File: config.mk
export PLATFORM = sky130hd
export DESIGN_NAME = ht_res_collector_flat
export DESIGN_NICKNAME = d
export VERILOG_FILES = /design/src/rtl/ht_res_collector_pkg.sv /design/src/rtl/ht_res_if.sv /design/src/rtl/ht_res_collector_fifo.sv /design/src/rtl/ht_res_collector.sv /design/src/flat_wrapper.sv
export SDC_FILE = /design/constraint.sdc
export NUM_CORES = 1
export LEC_CHECK = 0
export ABC_CLOCK_PERIOD_IN_PS = 20300
export BUFFER_PORTS_ARGS = -buffer_cell sky130_fd_sc_hd__buf_2
export CAP_MARGIN = 0
export CORE_UTILIZATION = 40
export CTS_BUF_LIST = sky130_fd_sc_hd__clkbuf_2 sky130_fd_sc_hd__clkbuf_4 sky130_fd_sc_hd__clkbuf_8
export CTS_CLUSTER_DIAMETER = 50
export DETAILED_ROUTE_END_ITERATION = 12
export SETUP_SLACK_MARGIN = 0.02
export SKIP_CTS_REPAIR_TIMING = 1
export SYNTH_ARGS = -nofsm -noshare
export SYNTH_HDL_FRONTEND = slang
export SYNTH_HIERARCHICAL = 1
export SYNTH_SLANG_ARGS = --single-unit
File: constraint.sdc
create_clock -name clk_i -period 20.3 [get_ports clk_i]
set_input_delay 0 -clock clk_i [delete_from_list [all_inputs] [get_ports clk_i]]
set_output_delay 0 -clock clk_i [all_outputs]
set_load 0.01 [all_outputs]
File: src/rtl/ht_res_collector_pkg.sv
// Shared hash-table result types: command/result codes and the buffered entry layout.
package hash_table;

    localparam int KEY_WIDTH   = 32;
    localparam int VALUE_WIDTH = 16;

    typedef enum logic [1:0] {
        INSERT     = 2'd0,
        DELETE     = 2'd1,
        SEARCH     = 2'd2,
        DELETE_ALL = 2'd3
    } ht_cmd_t;

    typedef enum logic [2:0] {
        NO_OP                            = 3'd0,
        INSERT_SUCCESS                   = 3'd1,
        INSERT_SUCCESS_SAME_KEY          = 3'd2,
        INSERT_NOT_SUCCESS_TABLE_IS_FULL = 3'd3,
        DELETE_SUCCESS                   = 3'd4,
        DELETE_NOT_SUCCESS_NO_ENTRY      = 3'd5,
        SEARCH_FOUND                     = 3'd6,
        SEARCH_NOT_SUCCESS_NO_ENTRY      = 3'd7
    } ht_rescode_t;

    typedef struct packed {
        ht_cmd_t                cmd;
        logic [KEY_WIDTH-1:0]   key;
        logic [VALUE_WIDTH-1:0] value;
        ht_rescode_t            rescode;
    } ht_res_entry_t;

endpackage

File: src/rtl/ht_res_if.sv
// Valid/ready result stream from hash_table_top towards its consumers.
interface ht_res_if;
    import hash_table::*;

    logic                   valid;
    logic                   ready;
    ht_cmd_t                cmd;
    logic [KEY_WIDTH-1:0]   key;
    logic [VALUE_WIDTH-1:0] value;
    ht_rescode_t            rescode;

    modport src (output valid, cmd, key, value, rescode, input ready);
    modport snk (input valid, cmd, key, value, rescode, output ready);
endinterface

File: src/rtl/ht_res_collector_fifo.sv
// Synchronous first-word-fall-through FIFO of result entries; head shows mem[rd_ptr].
// Push on full and pop on empty are ignored; full/empty come from the occupancy counter.
module ht_res_fifo
    import hash_table::*;
#(
    parameter int DEPTH = 8
) (
    input  logic          clk_i,
    input  logic          rst_i,
    input  logic          push_i,
    input  ht_res_entry_t push_dat_i,
    input  logic          pop_i,
    output ht_res_entry_t pop_dat_o,
    output logic          full_o,
    output logic          empty_o
);
    localparam int          AW       = (DEPTH > 1) ? $clog2(DEPTH) : 1;
    localparam logic [AW:0] FULL_CNT = (AW+1)'(DEPTH);

    ht_res_entry_t mem_q [DEPTH];
    logic [AW-1:0] wr_ptr_q, wr_ptr_d;
    logic [AW-1:0] rd_ptr_q, rd_ptr_d;
    logic [AW:0]   cnt_q, cnt_d;
    logic          push_ok, pop_ok;

    assign full_o    = (cnt_q == FULL_CNT);
    assign empty_o   = (cnt_q == '0);
    assign push_ok   = push_i & ~full_o;
    assign pop_ok    = pop_i & ~empty_o;
    assign pop_dat_o = mem_q[rd_ptr_q];

    // Pointers wrap naturally because DEPTH is a power of two.
    always_comb begin
        wr_ptr_d = wr_ptr_q;
        rd_ptr_d = rd_ptr_q;
        cnt_d    = cnt_q;
        if (push_ok) begin
            wr_ptr_d = wr_ptr_q + AW'(1);
        end
        if (pop_ok) begin
            rd_ptr_d = rd_ptr_q + AW'(1);
        end
        case ({push_ok, pop_ok})
            2'b10:   cnt_d = cnt_q + (AW+1)'(1);
            2'b01:   cnt_d = cnt_q - (AW+1)'(1);
            default: cnt_d = cnt_q;
        endcase
    end

    always_ff @(posedge clk_i) begin
        if (rst_i) begin
            wr_ptr_q <= '0;
            rd_ptr_q <= '0;
            cnt_q    <= '0;
        end else begin
            wr_ptr_q <= wr_ptr_d;
            rd_ptr_q <= rd_ptr_d;
            cnt_q    <= cnt_d;
        end
    end

    always_ff @(posedge clk_i) begin
        if (push_ok && !rst_i) begin
            mem_q[wr_ptr_q] <= push_dat_i;
        end
    end

endmodule

File: src/rtl/ht_res_collector.sv
// Buffers hash-table results in a FWFT FIFO and keeps saturating result statistics.
// Stream ready is either NOT full (backpressure) or always high with overflow dropped and counted.
module ht_res_collector
    import hash_table::*;
#(
    parameter int FIFO_DEPTH   = 8,
    parameter int CNT_WIDTH    = 32,
    parameter bit DROP_ON_FULL = 1'b0
) (
    input  logic                   clk_i,
    input  logic                   rst_i,
    ht_res_if.snk                  ht_res_in,
    input  logic                   clear_i,
    input  logic                   rd_req_i,
    output logic                   rd_valid_o,
    output ht_cmd_t                rd_cmd_o,
    output logic [KEY_WIDTH-1:0]   rd_key_o,
    output logic [VALUE_WIDTH-1:0] rd_value_o,
    output ht_rescode_t            rd_rescode_o,
    output logic [CNT_WIDTH-1:0]   total_cnt_o,
    output logic [CNT_WIDTH-1:0]   found_cnt_o,
    output logic [CNT_WIDTH-1:0]   miss_cnt_o,
    output logic [CNT_WIDTH-1:0]   drop_cnt_o
);
    logic          rdy_en_q;
    logic          fifo_full, fifo_empty;
    logic          rdy, accept, push, pop, drop;
    logic          is_found, is_miss;
    ht_res_entry_t wr_entry, head_entry;

    logic [CNT_WIDTH-1:0] total_q, total_d;
    logic [CNT_WIDTH-1:0] found_q, found_d;
    logic [CNT_WIDTH-1:0] miss_q, miss_d;
    logic [CNT_WIDTH-1:0] drop_q, drop_d;

    function automatic logic [CNT_WIDTH-1:0] sat_inc(input logic [CNT_WIDTH-1:0] v,
                                                     input logic en);
        if (en && (v != '1)) begin
            return v + CNT_WIDTH'(1);
        end
        return v;
    endfunction

    // rdy_en_q holds ready low through reset and for the first edge after release.
    assign rdy             = DROP_ON_FULL ? rdy_en_q : (rdy_en_q & ~fifo_full);
    assign ht_res_in.ready = rdy;

    assign accept   = ht_res_in.valid & rdy;
    assign push     = accept & ~fifo_full;
    assign drop     = accept & fifo_full;
    assign pop      = rd_req_i & ~fifo_empty;
    assign is_found = (ht_res_in.rescode == SEARCH_FOUND);
    assign is_miss  = (ht_res_in.rescode == SEARCH_NOT_SUCCESS_NO_ENTRY);

    assign wr_entry = '{cmd:     ht_res_in.cmd,
                        key:     ht_res_in.key,
                        value:   ht_res_in.value,
                        rescode: ht_res_in.rescode};

    ht_res_fifo #(
        .DEPTH (FIFO_DEPTH)
    ) u_fifo (
        .clk_i      (clk_i),
        .rst_i      (rst_i),
        .push_i     (push),
        .push_dat_i (wr_entry),
        .pop_i      (pop),
        .pop_dat_o  (head_entry),
        .full_o     (fifo_full),
        .empty_o    (fifo_empty)
    );

    assign rd_valid_o   = ~fifo_empty;
    assign rd_cmd_o     = head_entry.cmd;
    assign rd_key_o     = head_entry.key;
    assign rd_value_o   = head_entry.value;
    assign rd_rescode_o = head_entry.rescode;

    always_comb begin
        total_d = total_q;
        found_d = found_q;
        miss_d  = miss_q;
        drop_d  = drop_q;
        if (clear_i) begin
            total_d = '0;
            found_d = '0;
            miss_d  = '0;
            drop_d  = '0;
        end else begin
            total_d = sat_inc(total_q, accept);
            found_d = sat_inc(found_q, accept & is_found);
            miss_d  = sat_inc(miss_q, accept & is_miss);
            drop_d  = sat_inc(drop_q, drop);
        end
    end

    always_ff @(posedge clk_i) begin
        if (rst_i) begin
            rdy_en_q <= 1'b0;
            total_q  <= '0;
            found_q  <= '0;
            miss_q   <= '0;
            drop_q   <= '0;
        end else begin
            rdy_en_q <= 1'b1;
            total_q  <= total_d;
            found_q  <= found_d;
            miss_q   <= miss_d;
            drop_q   <= drop_d;
        end
    end

    assign total_cnt_o = total_q;
    assign found_cnt_o = found_q;
    assign miss_cnt_o  = miss_q;
    assign drop_cnt_o  = drop_q;

endmodule

File: src/flat_wrapper.sv
// flat-port wrapper written by rule: the top's interface ports become plain ports
module ht_res_collector_flat import hash_table::*;
#(
    parameter int FIFO_DEPTH   = 8,
    parameter int CNT_WIDTH    = 32,
    parameter bit DROP_ON_FULL = 1'b0
)
  (clk_i, rst_i, clear_i, rd_req_i, rd_valid_o, rd_cmd_o, rd_key_o, rd_value_o, rd_rescode_o, total_cnt_o, found_cnt_o, miss_cnt_o, drop_cnt_o, ht_res_in_valid, ht_res_in_cmd, ht_res_in_key, ht_res_in_value, ht_res_in_rescode, ht_res_in_ready);
  ht_res_if ht_res_in_i ();
  input  logic clk_i;
  input  logic rst_i;
  input  logic clear_i;
  input  logic rd_req_i;
  output logic rd_valid_o;
  output ht_cmd_t rd_cmd_o;
  output logic [KEY_WIDTH-1:0] rd_key_o;
  output logic [VALUE_WIDTH-1:0] rd_value_o;
  output ht_rescode_t rd_rescode_o;
  output logic [CNT_WIDTH-1:0] total_cnt_o;
  output logic [CNT_WIDTH-1:0] found_cnt_o;
  output logic [CNT_WIDTH-1:0] miss_cnt_o;
  output logic [CNT_WIDTH-1:0] drop_cnt_o;
  input wire logic [$bits(ht_res_in_i.valid)-1:0] ht_res_in_valid;
  input wire logic [$bits(ht_res_in_i.cmd)-1:0] ht_res_in_cmd;
  input wire logic [$bits(ht_res_in_i.key)-1:0] ht_res_in_key;
  input wire logic [$bits(ht_res_in_i.value)-1:0] ht_res_in_value;
  input wire logic [$bits(ht_res_in_i.rescode)-1:0] ht_res_in_rescode;
  output wire logic [$bits(ht_res_in_i.ready)-1:0] ht_res_in_ready;
  assign ht_res_in_i.valid = ht_res_in_valid;
  assign ht_res_in_i.cmd = ht_res_in_cmd;
  assign ht_res_in_i.key = ht_res_in_key;
  assign ht_res_in_i.value = ht_res_in_value;
  assign ht_res_in_i.rescode = ht_res_in_rescode;
  assign ht_res_in_ready = ht_res_in_i.ready;
  ht_res_collector #(.FIFO_DEPTH(FIFO_DEPTH), .CNT_WIDTH(CNT_WIDTH), .DROP_ON_FULL(DROP_ON_FULL)) u_core (.clk_i(clk_i), .rst_i(rst_i), .ht_res_in(ht_res_in_i), .clear_i(clear_i), .rd_req_i(rd_req_i), .rd_valid_o(rd_valid_o), .rd_cmd_o(rd_cmd_o), .rd_key_o(rd_key_o), .rd_value_o(rd_value_o), .rd_rescode_o(rd_rescode_o), .total_cnt_o(total_cnt_o), .found_cnt_o(found_cnt_o), .miss_cnt_o(miss_cnt_o), .drop_cnt_o(drop_cnt_o));
endmodule
==> flow_summary.toml <==
[cts]
clk_pin_slew_ns = 0.06
cts_tree = "yes"
cts.sinks = 566
numCtsBuffers = 97
insertion_delay_ns = 0.69
cts_buffer_depth = 3
root_buffer = "clkbuf_8"
htreeDepth = 3

[synth]
ys.flop_type = "edfxtp_1"
syn-cell-area_sq_mm = 0.0221
syn_inst = 1299
ys_seq_elements = 566
seq_area_frac_synth = 0.706
syn_nets = 1366
ys_warn_count = 6
synth_edf_count = 424
async_flop_share = 0
avgSynthCellArea_sq_um = 17.0
synth.distinct_cells = 54

[place]
port_buffers = 240
pre_cts_ws_ns = 16.81
gp_congestion = 0.793
dp_hpwl_um = 25700

[power]
switching_share = 0.209
power_leakage_nw = 9.12
clockPowerShare = 0.440
power_density_mw_per_mm2 = 89.6
intPower_w = 0.00188
comb_power_share = 0.033
switching_power_w = 0.000498
peakVddDrop_uv = 47.0
power_frac_seq = 0.527

[min_path]
hp-class = "in2reg"

[timing]
fin_skew_ns = 0.0402
slew_headroom = 0.315
fin_crit_sh = 0.197
finalWorstSetupSlack_ns = 16.30
fin_setup_tns_ns = 0
setup_violations = 0
timing.final.crit_period_ns = 4.00
rsz0062_at_grt = "no"
final-hold-violation-count = 0
report.final.slew_viol_count = 0
worstMarginPinSlew_ns = 1.03
max_freq_ghz = 0.250

[routing]
drc = 0
vias = 12391
wl_per_cell_um = 19.4
via_per_inst = 5.12
routed_wirelength_um = 47100
drtPass1Iterations = 5
drt_iter0_drc = 636
antenna_left = 0

[floorplanning]
start_util = 0.408
dieArea_sq_mm = 0.0561
die_w_um = 237
die_h_um = 237
core_sq_mm = 0.0541
ioPinCount = 241
std_cell_rows = 85

[layout]
drive_above_1_share = 0.346
fin_nets = 1721
syn2layout_area_growth_pct = 20.3

[critical_path]
critPathKind = "reg2out"
worstSetupStartpointType = "flip-flop"
critPathMaxFanout = 44
cp.required_ns = 20.30
critPathCaptureType = "output port"
cp.arrival_ns = 4.00

[status]
status = "completed"

[flow_run]
max_cap_viol_count = 0

[global_routing]
grt_max_degree = 96
grt_use_total = 0.168
grt_pass1_vias = 12737
antenna_found_initial = 2
overflow = 0
grt_pass1_wl_um = 72200
metal layers:
metal,vias up,GRT usage,routed length [um]
met4,2,0.0584,1190
met2,306,0.271,22500
li1,5746,-,-
met3,100,0.0565,3030
met5,-,0,13
met1,6237,0.212,20300
cell usage after synthesis (all sizes together) (3+ instances only):
library cell	n	area share
a211oi	3	0.0012
a21oi	18	0.0041
and2	37	0.010
and3	20	0.0058
and4	18	0.0071
buf	21	0.0083
clkbuf	34	0.0058
dfxtp	142	0.13
edfxtp	424	0.58
ha	8	0.0045
inv	13	0.0022
mux2	53	0.027
mux4	106	0.11
nand2	43	0.0074
nand3	48	0.011
nand4	38	0.011
nor2	110	0.019
nor3	24	0.0061
nor4	5	0.0023
nor4b	3	0.0015
o21ai	8	0.0018
or2	3	0.00085
or3	10	0.0028
or4	3	0.0010
xnor2	22	0.0087
xor2	66	0.026
final timing paths:
kind         slack [ns]                           startpoint  cells after the start                             endpoint
max reg2reg       17.23  u_core/u_fifo/cnt_q[1]$_SDFFE_PP0P_                     11  u_core/u_fifo/cnt_q[3]$_SDFFE_PP0P_
max               16.30                            flip-flop                      5                         rd_key_o[18]
min                0.04                             rd_req_i                      5                            flip-flop
min reg2reg        0.45    u_core/drop_cnt_o[3]$_SDFFE_PP0P_                      1    u_core/drop_cnt_o[3]$_SDFFE_PP0P_
cells by family (layout without fill, tap and decap cells):
logic type,count (synthesis),count (layout),share of synthesized area
other cells,0,3,0
buf+inv,68,492,0.0163
compound gates,37,37,0.0104
flops,566,566,0.706
mux,160,160,0.136
simple gates,371,371,0.0911
xor+xnor,88,88,0.0349
fa+ha+maj,9,9,0.00545
worst max-delay path, stage by stage (launching register included):
cell	delay, ns
dfxtp_4	0.78
buf_4	0.68
buf_4	0.79
mux4_2	0.60
mux2_2	0.27
buf_2	0.14
placed cells by master (no fill, tap or decap), types with 18 or more instances in the layout:
cell type      instances
a21oi_1               18
and2_1                37
and3_1                18
and4_1                18
buf_2                240
clkbuf_4              28
clkbuf_8             102
dfxtp_1              139
dlygate4sd3_1         56
edfxtp_1             424
mux2_2                53
mux4_2               106
nand2_1               42
nand3_1               48
nand4_1               37
nor2_1               107
nor3_1                18
xnor2_1               22
xor2_1                66
flip-flops by register name (all words and copies together), names as in the netlist, named ones only:
register	cells
u_core/found_cnt_o	32
u_core/drop_cnt_o	32
u_core/rdy_en_q	1
u_core/u_fifo/wr_ptr_q	3
u_core/miss_cnt_o	32
u_core/u_fifo/cnt_q	4
u_core/total_cnt_o	32
u_core/u_fifo/rd_ptr_q	3
u_core/u_fifo/mem_q	424
layout make-up:
type / count / area [sq um]
fill: 4633 / 27600
sequential: 566 / 15600
multi-input combinational: 665 / 6170
timing repair buffer: 311 / 1870
clock buffer: 130 / 1610
tap: 696 / 871
clock inverter: 38 / 369
inverter: 13 / 48.8
antenna: 3 / 7.51
per-stage QoR:
| stage | util | cell area, sq um | hold WS (ns) | cells | power [W] |
|---|---|---|---|---|---|
| after CTS | 0.480 | 26000 | -0.490 | 2363 | 0.00240 |
| after global placement | 0.443 | 24000 | 0.266 | 2195 | 0.00135 |
| after floorplan | - | 22100 | 0.0565 | 1299 | 0.00132 |
| after detailed placement | 0.443 | 24000 | 0.272 | 2195 | 0.00135 |
| after global routing | 0.490 | 26500 | 0.0347 | 2420 | 0.00247 |
| final | 0.490 | 26500 | 0.0351 | 2422 | 0.00238 |
power by group through the flow:
stage / clock (W) / sequential [W] / combinational, W
2_1_floorplan: 0 / 0.00128 / 0.0000436
3_3_place_gp: 0 / 0.00128 / 0.0000689
3_5_place_dp: 0 / 0.00128 / 0.0000709
4_1_cts: 0.00108 / 0.00125 / 0.0000711
5_1_grt: 0.00113 / 0.00125 / 0.0000861
6_report: 0.00105 / 0.00125 / 0.0000779
No activity file was read; power rests on OpenSTA's default activity.
